### src/rtl/array_feeder.sv
`default_nettype none
// ============================================================================
// Module   : array_feeder
// Brief    : Loads one weight tile into the systolic MAC array, then streams
//            row-skewed ifmap vectors into its left edge.
// Options  : FEEDER_REUSE_WEIGHTS_EN - lets a job skip the weight load.
// Revision : 1.0 - initial release
// ============================================================================
module array_feeder #(
    parameter int IFMAP_WIDTH  = 4,
    parameter int WEIGHT_WIDTH = 4,
    parameter int ARRAY_HEIGHT = 4,
    parameter int ARRAY_WIDTH  = 4
) (
    input  logic                                clk,
    input  logic                                rst,
    input  logic                                start,
    input  logic [15:0]                         num_vectors,
    input  logic                                keep_weights,
    output logic                                busy,
    output logic                                done,
    input  logic                                w_valid,
    output logic                                w_ready,
    input  logic [ARRAY_WIDTH*WEIGHT_WIDTH-1:0] w_data,
    input  logic                                i_valid,
    output logic                                i_ready,
    input  logic [ARRAY_HEIGHT*IFMAP_WIDTH-1:0] i_data,
    output logic [ARRAY_WIDTH*WEIGHT_WIDTH-1:0] weight_out,
    output logic                                weight_write_enable,
    output logic [ARRAY_HEIGHT*IFMAP_WIDTH-1:0] ifmap_out,
    output logic [ARRAY_HEIGHT-1:0]             enable_out
);

    localparam int                 c_CNT_W    = $clog2(ARRAY_HEIGHT + 1);
    localparam logic [c_CNT_W-1:0] c_LAST_ROW = c_CNT_W'(ARRAY_HEIGHT - 1);

    typedef enum logic [2:0] {
        S_IDLE   = 3'd0,
        S_LOAD_W = 3'd1,
        S_STREAM = 3'd2,
        S_DRAIN  = 3'd3,
        S_DONE   = 3'd4
    } state_t;

    state_t              r_state;
    state_t              w_state_nxt;
    logic [15:0]         r_num;
    logic [15:0]         r_icnt;
    logic [c_CNT_W-1:0]  r_wcnt;
    logic [c_CNT_W-1:0]  r_dcnt;
    logic                w_w_acc;
    logic                w_i_acc;
    logic                w_last_w;
    logic                w_last_i;
    logic                w_drain_end;
    logic                w_skip_load;

`ifdef FEEDER_REUSE_WEIGHTS_EN
    assign w_skip_load = keep_weights;
`else
    logic w_unused_keep;
    assign w_unused_keep = keep_weights;
    assign w_skip_load   = 1'b0;
`endif

    // Handshake readies decode straight from the state register.
    assign busy    = (r_state != S_IDLE);
    assign done    = (r_state == S_DONE);
    assign w_ready = (r_state == S_LOAD_W);
    assign i_ready = (r_state == S_STREAM);

    assign w_w_acc     = w_valid & w_ready;
    assign w_i_acc     = i_valid & i_ready;
    assign w_last_w    = w_w_acc && (r_wcnt == c_LAST_ROW);
    // r_icnt is at most num-1 while streaming, so the +1 cannot wrap.
    assign w_last_i    = w_i_acc && ((r_icnt + 16'd1) == r_num);
    // Drain spans H cycles so DONE follows the last lane's final output.
    assign w_drain_end = (r_dcnt == c_LAST_ROW);

    always_comb begin
        w_state_nxt = r_state;
        case (r_state)
            S_IDLE: begin
                if (start) begin
                    if (!w_skip_load) begin
                        w_state_nxt = S_LOAD_W;
                    end else if (num_vectors == 16'd0) begin
                        w_state_nxt = S_DONE;
                    end else begin
                        w_state_nxt = S_STREAM;
                    end
                end
            end
            S_LOAD_W: begin
                if (w_last_w) begin
                    w_state_nxt = (r_num == 16'd0) ? S_DONE : S_STREAM;
                end
            end
            S_STREAM: begin
                if (w_last_i) begin
                    w_state_nxt = S_DRAIN;
                end
            end
            S_DRAIN: begin
                if (w_drain_end) begin
                    w_state_nxt = S_DONE;
                end
            end
            S_DONE:  w_state_nxt = S_IDLE;
            default: w_state_nxt = S_IDLE;
        endcase
    end

    always_ff @(posedge clk) begin
        if (rst) begin
            r_state             <= S_IDLE;
            r_num               <= '0;
            r_icnt              <= '0;
            r_wcnt              <= '0;
            r_dcnt              <= '0;
            weight_out          <= '0;
            weight_write_enable <= 1'b0;
        end else begin
            r_state <= w_state_nxt;
            if ((r_state == S_IDLE) && start) begin
                r_num <= num_vectors;
            end
            weight_write_enable <= w_w_acc;
            if (w_w_acc) begin
                weight_out <= w_data;
            end
            r_wcnt <= (r_state == S_LOAD_W) ? (r_wcnt + c_CNT_W'(w_w_acc)) : '0;
            r_icnt <= (r_state == S_STREAM) ? (r_icnt + 16'(w_i_acc))      : '0;
            r_dcnt <= (r_state == S_DRAIN)  ? (r_dcnt + c_CNT_W'(1))       : '0;
        end
    end

    // Lane r is delayed by r+1 registers; bubbles and idle cycles fill with zero/invalid.
    generate
        for (genvar r = 0; r < ARRAY_HEIGHT; r++) begin : g_lane
            logic [IFMAP_WIDTH-1:0] r_data [0:r];
            logic                   r_vld  [0:r];

            always_ff @(posedge clk) begin
                if (rst) begin
                    for (int k = 0; k <= r; k++) begin
                        r_data[k] <= '0;
                        r_vld[k]  <= 1'b0;
                    end
                end else begin
                    r_data[0] <= w_i_acc ? i_data[r*IFMAP_WIDTH +: IFMAP_WIDTH] : '0;
                    r_vld[0]  <= w_i_acc;
                    for (int k = 1; k <= r; k++) begin
                        r_data[k] <= r_data[k-1];
                        r_vld[k]  <= r_vld[k-1];
                    end
                end
            end

            assign ifmap_out[r*IFMAP_WIDTH +: IFMAP_WIDTH] = r_data[r];
            assign enable_out[r]                           = r_vld[r];
        end
    endgenerate

endmodule
`default_nettype wire

### config.mk
export PLATFORM = sky130hd
export DESIGN_NAME = array_feeder
export DESIGN_NICKNAME = d
export VERILOG_FILES = /design/src/rtl/array_feeder.sv
export SDC_FILE = /design/constraint.sdc
export NUM_CORES = 1
export LEC_CHECK = 0
export ABC_CLOCK_PERIOD_IN_PS = 5900
export BUFFER_PORTS_ARGS = -buffer_cell sky130_fd_sc_hd__buf_2
export CORE_UTILIZATION = 45
export CTS_BUF_LIST = sky130_fd_sc_hd__clkbuf_16
export DETAILED_ROUTE_END_ITERATION = 10
export PLACE_DENSITY = 0.7
export SYNTH_ARGS = -nofsm -noshare
export SYNTH_HDL_FRONTEND = slang
export SYNTH_SLANG_ARGS = --single-unit
### constraint.sdc
create_clock -name clk -period 5.9 [get_ports clk]
set_input_delay 0.59 -clock clk [delete_from_list [all_inputs] [get_ports clk]]
set_output_delay 0.59 -clock clk [all_outputs]
set_load 0.1 [all_outputs]
* After elaboration in Yosys (flattened, before gate mapping)
Memory sizes are Yosys's and may differ from the RTL's. Index checks and enable logic that the tools add are counted.
Operators by class: add/sub/neg operators 4, multipliers 0, div/mod/pow operators 0, $lt $le $gt $ge 0, equal/unequal tests 11, shift-type cells 0, muxes and demuxes 35, bitwise logic cells 23, reductions and logical operators 12
Operators by type and width (number):
- 4-bit two-way mux | 14
- 1-bit OR | 18
- 16-bit by 1-bit adder with 16-bit output | 1
- 16-bit by 1-bit adder with 16-bit output (second input constant) | 1
- 16-bit == test | 1
- 16-bit zero test | 1
- 1-bit two-way mux | 15
- 3-bit two-way mux | 5
- 3-bit by 2-bit == test with 1-bit output (second input constant) | 4
- 3-bit one-hot mux with 4 select lines | 1
- 2-bit OR reduction | 3
- 2-bit by 1-bit != test with 1-bit output (second input constant) | 2
- 2-bit != test (second input constant) | 2
- 4-bit AND reduction | 1
- 4-bit OR reduction | 1
- 3-bit by 1-bit adder with 3-bit output | 1
- 3-bit by 1-bit adder with 3-bit output (second input constant) | 1
- 3-bit by 1-bit == test with 1-bit output (second input constant) | 1
- 3-bit == test (second input constant) | 1
- 1-bit logical AND | 3
- 3-bit zero test | 1
- 1-bit inverter | 3
- 3-bit nonzero test | 1
- 1-bit AND | 2
- 1-bit OR reduction | 1
Word-level totals: bits in registers 58, latch bits 0, bits in writable memories 50, bits in read-only memories 0, output and inout port bits 41, word-level logic and storage cells 100, memories 8
Memory list:
- g_lane[3].r_data | words 4, bits a word 4, read ports 4, clocked after Yosys merged registers in 0, wr ports 4, RTL line 141 | logic [IFMAP_WIDTH-1:0] r_data [0:r];
- g_lane[2].r_data | words 3, bits a word 4, read ports 3, clocked after Yosys merged registers in 0, wr ports 3, RTL line 141
- g_lane[1].r_data | words 2, bits a word 4, read ports 2, clocked after Yosys merged registers in 0, wr ports 2, RTL line 141
- g_lane[0].r_data | words 1, bits a word 4, read ports 1, clocked after Yosys merged registers in 0, wr ports 1, RTL line 141
- g_lane[3].r_vld | words 4, bits a word 1, read ports 4, clocked after Yosys merged registers in 0, wr ports 4, RTL line 142 | logic r_vld [0:r];
- g_lane[2].r_vld | words 3, bits a word 1, read ports 3, clocked after Yosys merged registers in 0, wr ports 3, RTL line 142
- +2 memories

* Longest topological paths before layout
depth in word-level cells 5, gate-level depth with buffers 11

* Worst setup path before layout
No wires, ideal clock.
kind reg-to-reg, start register r_state[0], end register r_wcnt[1], arrival 3.277 ns, path slack 2.508 ns, stages on the path, launching flop included 10, path buffers 2, clock period less this slack 3.392 ns, cell sequence dfxtp_1 -> clkbuf_1 -> nand2_1 -> nor2_1 -> nand2_1 -> clkinv_1 -> buf_2 -> ha_1 -> ha_1 -> and2_1
On the way: word-level cells in the longest chain between the ends 3
RTL lines:
- from (decl) | RTL line 45 | state_t r_state;
- from (signal assigned) | RTL line 124 | r_state <= w_state_nxt;
- 3-bit by 1-bit == test with 1-bit output | RTL line 69 | assign w_ready = (r_state == S_LOAD_W);
- net w_ready | RTL line 23 | output logic w_ready,
- 1-bit AND | RTL line 72 | assign w_w_acc = w_valid & w_ready;
- net w_w_acc | RTL line 51 | logic w_w_acc;
- 3-bit by 1-bit adder with 3-bit output | RTL line 132 | r_wcnt <= (r_state == S_LOAD_W) ? (r_wcnt + c_CNT_W'(w_w_acc)) : '0;
- to (signal assigned) | RTL line 132
- to (decl) | RTL line 49 | logic [c_CNT_W-1:0] r_wcnt;
The timed path passes the listed nets, and every way through them passes these cells. A chain may end at the register's enable or synchronous reset.

* Worst setup path after layout
start register r_state[1], end register r_wcnt[2]
On the way: word-level cells in the longest chain between the ends 3
RTL lines (RTL line):
- 3-bit by 1-bit == test with 1-bit output * | 69, 132
- 1-bit AND or 1-bit inverter (tied branches)
- 3-bit by 1-bit adder with 3-bit output or 2-bit OR reduction (tied branches)
Mark *: on every way between the ends. The rest lies on a longest branch, timed or not.

==> results by group <==
Setup path
  – Worst EP required: 6.15 ns
  – CP Capture Type: flop
  – Arr. time, crit path: 2.94 ns
  – Critical path class: flop to flop
  – Crit path launch type: flop
  – Maximum fanout along the worst path: 17

STA
  – Post-route clock period utilization: 45.6%
  – Final setup viols: 0
  – Fmax: 372 MHz
  – Final hold vios: 0
  – TNS Setup: 0 ns
  – Unrepaired setup endpoints after global routing: false
  – Max Slew Vio Count: 0
  – Slew @ Worst Pin: 0.940 ns
  – Max_slew headroom: 37.1%
  – Fin crit period: 2.69 ns
  – Post-route clock skew: 0.00918 ns

Placed design
  – Port bufs: 93
  – Dpl cells: 615
  – DP Area: 4440 µm²
  – Detailed Place HPWL: 5590 µm
  – RD Place Congestion: 0.848

Synthesis
  – Ranking of synthesized cells by area: dfxtp_1 51%, nand2_1 7.3%, a21oi_1 4.5%
  – Synth top area share: 50.5%
  – Post-Syn Area: 4040 µm²
  – Synth Warn #: 0
  – EDFF count, synth: 0
  – Register bit count reported by yosys: 102
  – Asr flop ratio synth: 0%
  – Most frequent cell after synthesis: dfxtp_1
  – Most instantiated cells after synthesis: 102 x dfxtp_1, 79 x nand2_1, 36 x a21oi_1
  – Yosys cell types: 44
  – Seq/Total Area, Yosys: 50.5%
  – Post-Syn Instances: 448
  – Most used DFF post-synth: dfxtp_1
  – Mean post-synth cell area: 9.02 µm²
  – Area leader, netlist: dfxtp_1
  – Post-Syn Nets: 509

Finish
  – P&R area growth vs syn: 17.6%
  – Number of diodes: 0
  – Register area: 2040 µm²
  – Layout Cells excl Fill: 630
  – Share of post-route cells with drive strength above 1: 23.2%
  – FILL cells: 775
  – Area occupied by multi-input gates: 1770 µm²
  – # nets final: 579
  – Fin area: 4750 µm²

CTS
  – Clk sinks: 102
  – H-tree Lvls: 3
  – Post-CTS setup buffer count: 0
  – CTS buffer count: 9
  – Hold Buf Count CTS: 0
  – TritonCTS clock tree: done
  – Post_cts resized: 0
  – Clk buf depth: 2
  – Clk Latency, worst-skew pair: 0.34 ns
  – Clock slew at reported path FFs: 0.07 ns
  – Clk root buf: clkbuf_16

Route
  – Drt total wl: 7840 µm
  – Starting DRC count in detailed routing: 209
  – DR DRC count: 0
  – Routed via count: 3087
  – Post-route ant nets: 0
  – WL per Instance: 12.4 µm
  – DR vias/cell: 4.90
  – 1st-pass router iterations: 4

Pwr
  – P per Cell Area: 304 nW/µm²
  – Peak VDD IR: 0.187 mV
  – Pwr Total: 1.45 mW
  – Leak: 1.98 nW

Global routing
  – Number of global-route vias before repair: 2822
  – Largest net degree at the start of global routing: 65
  – First-pass GRT wire length: 12900 µm
  – Initial antenna violation count: 0
  – GR Overflow Total: 0
  – GRT Resource Usage Total: 17.1%

Hold path
  – Min-Delay Path Class: flop to flop

Job
  – Max cap viols: 0

Floorplan
  – Die Y: 96.8 µm
  – Core area: 8720 µm²
  – Die X: 96.8 µm
  – Cell row count: 34
  – Starting density of the core: 46.3%
  – Die Area: 9360 µm²
  – I/O pin count: 95

Status
  – Outcome: completed
==> flip-flops by register name, summed over array words and instances, names as in the netlist <==
register             cells
g_lane.r_vld             4
r_wcnt                   3
weight_out              16
r_icnt                  16
r_num                   16
r_dcnt                   3
g_lane.r_data           40
weight_write_enable      1
r_state                  3
==> final timing paths <==
| check | depth (start not counted) | slack [ns] | to | from |
|---|---|---|---|---|
| worst max-delay path | 9 | 3.21 | r_wcnt[2]$_SDFF_PP0_ | r_state[1]$_SDFFE_PP0P_ |
| worst min-delay path | 1 | 0.44 | g_lane[3].r_data[1][2]$_SDFF_PP0_ | g_lane[3].r_data[0][2]$_SDFF_PP0_ |
| worst max register to register | 9 | 3.21 | r_wcnt[2]$_SDFF_PP0_ | r_state[1]$_SDFFE_PP0P_ |
| worst min register to register | 1 | 0.44 | g_lane[3].r_data[1][2]$_SDFF_PP0_ | g_lane[3].r_data[0][2]$_SDFF_PP0_ |
==> placed cells by master (no fill, tap or decap), types with 2 or more instances in the layout <==
master and count:
clkbuf_16 9, or2_2 3, nor4_1 6, nand3_1 11, nor2_1 29, dfxtp_1 102
or3_1 6, nand4_1 6, o21ai_0 8, a22oi_1 2, xnor2_1 16, and3_4 2
nand2_1 79, nor2b_1 27, inv_1 6, nand2b_1 2, o211ai_1 2, ha_1 7
buf_2 93, a31oi_1 4, xor2_1 14, nor3_1 5, a21oi_1 36, a211oi_1 2
and2_1 22
==> layer usage <==
layer	global-route usage (%)	wire (µm)	vias to the layer above
met5	0	0	-
met2	27.0	3560	77
met4	7.00	129	0
met3	4.34	409	12
li1	-	-	1601
met1	22.2	3740	1397
==> cell families (layout without fill, tap and decap cells) <==
group	Yosys count	in the layout	share of synthesized area, %
simple gates	206	206	26.3
fa+ha+maj	7	7	2.17
compound gates	60	60	8.48
buf+inv	42	116	5.73
xor+xnor	30	30	6.50
mux	1	1	0.248
flops	102	102	50.5
==> metrics by stage <==
stage          hold WS, ns  worst slack [ns]  util (%)
2_1_floorplan        0.399              2.51         -
3_3_place_gp         0.408              3.25      51.0
3_5_place_dp         0.424              3.19      51.0
4_1_cts              0.438              3.20      54.5
5_1_grt              0.436              2.93      54.5
6_report             0.437              3.21      54.5
==> critical path: stages (launching register included) <==
cell	delay, ns
dfxtp_1	0.47
inv_1	0.09
nand2_1	0.13
nor2_1	0.08
nand2_1	0.43
clkinv_1	0.57
ha_1	0.38
ha_1	0.19
xnor2_1	0.12
nor4_1	0.15
==> cell type report <==
cell class	count	area share, %
Tap cell	108	2.84
Timing Repair Buffer	94	9.95
Inverter	7	0.553
Multi-Input combinational cell	304	37.2
Sequential cell	102	43.0
Clock inverter	6	1.74
Clock buffer	9	4.74
==> power by group <==
part           internal (mW)  leakage (nW)  switching (mW)  total [mW]
clock                  0.335         0.147           0.271       0.606
sequential             0.701         0.825          0.0116       0.712
combinational         0.0372          1.01          0.0896       0.127
Power figures use the tool's default switching activity.
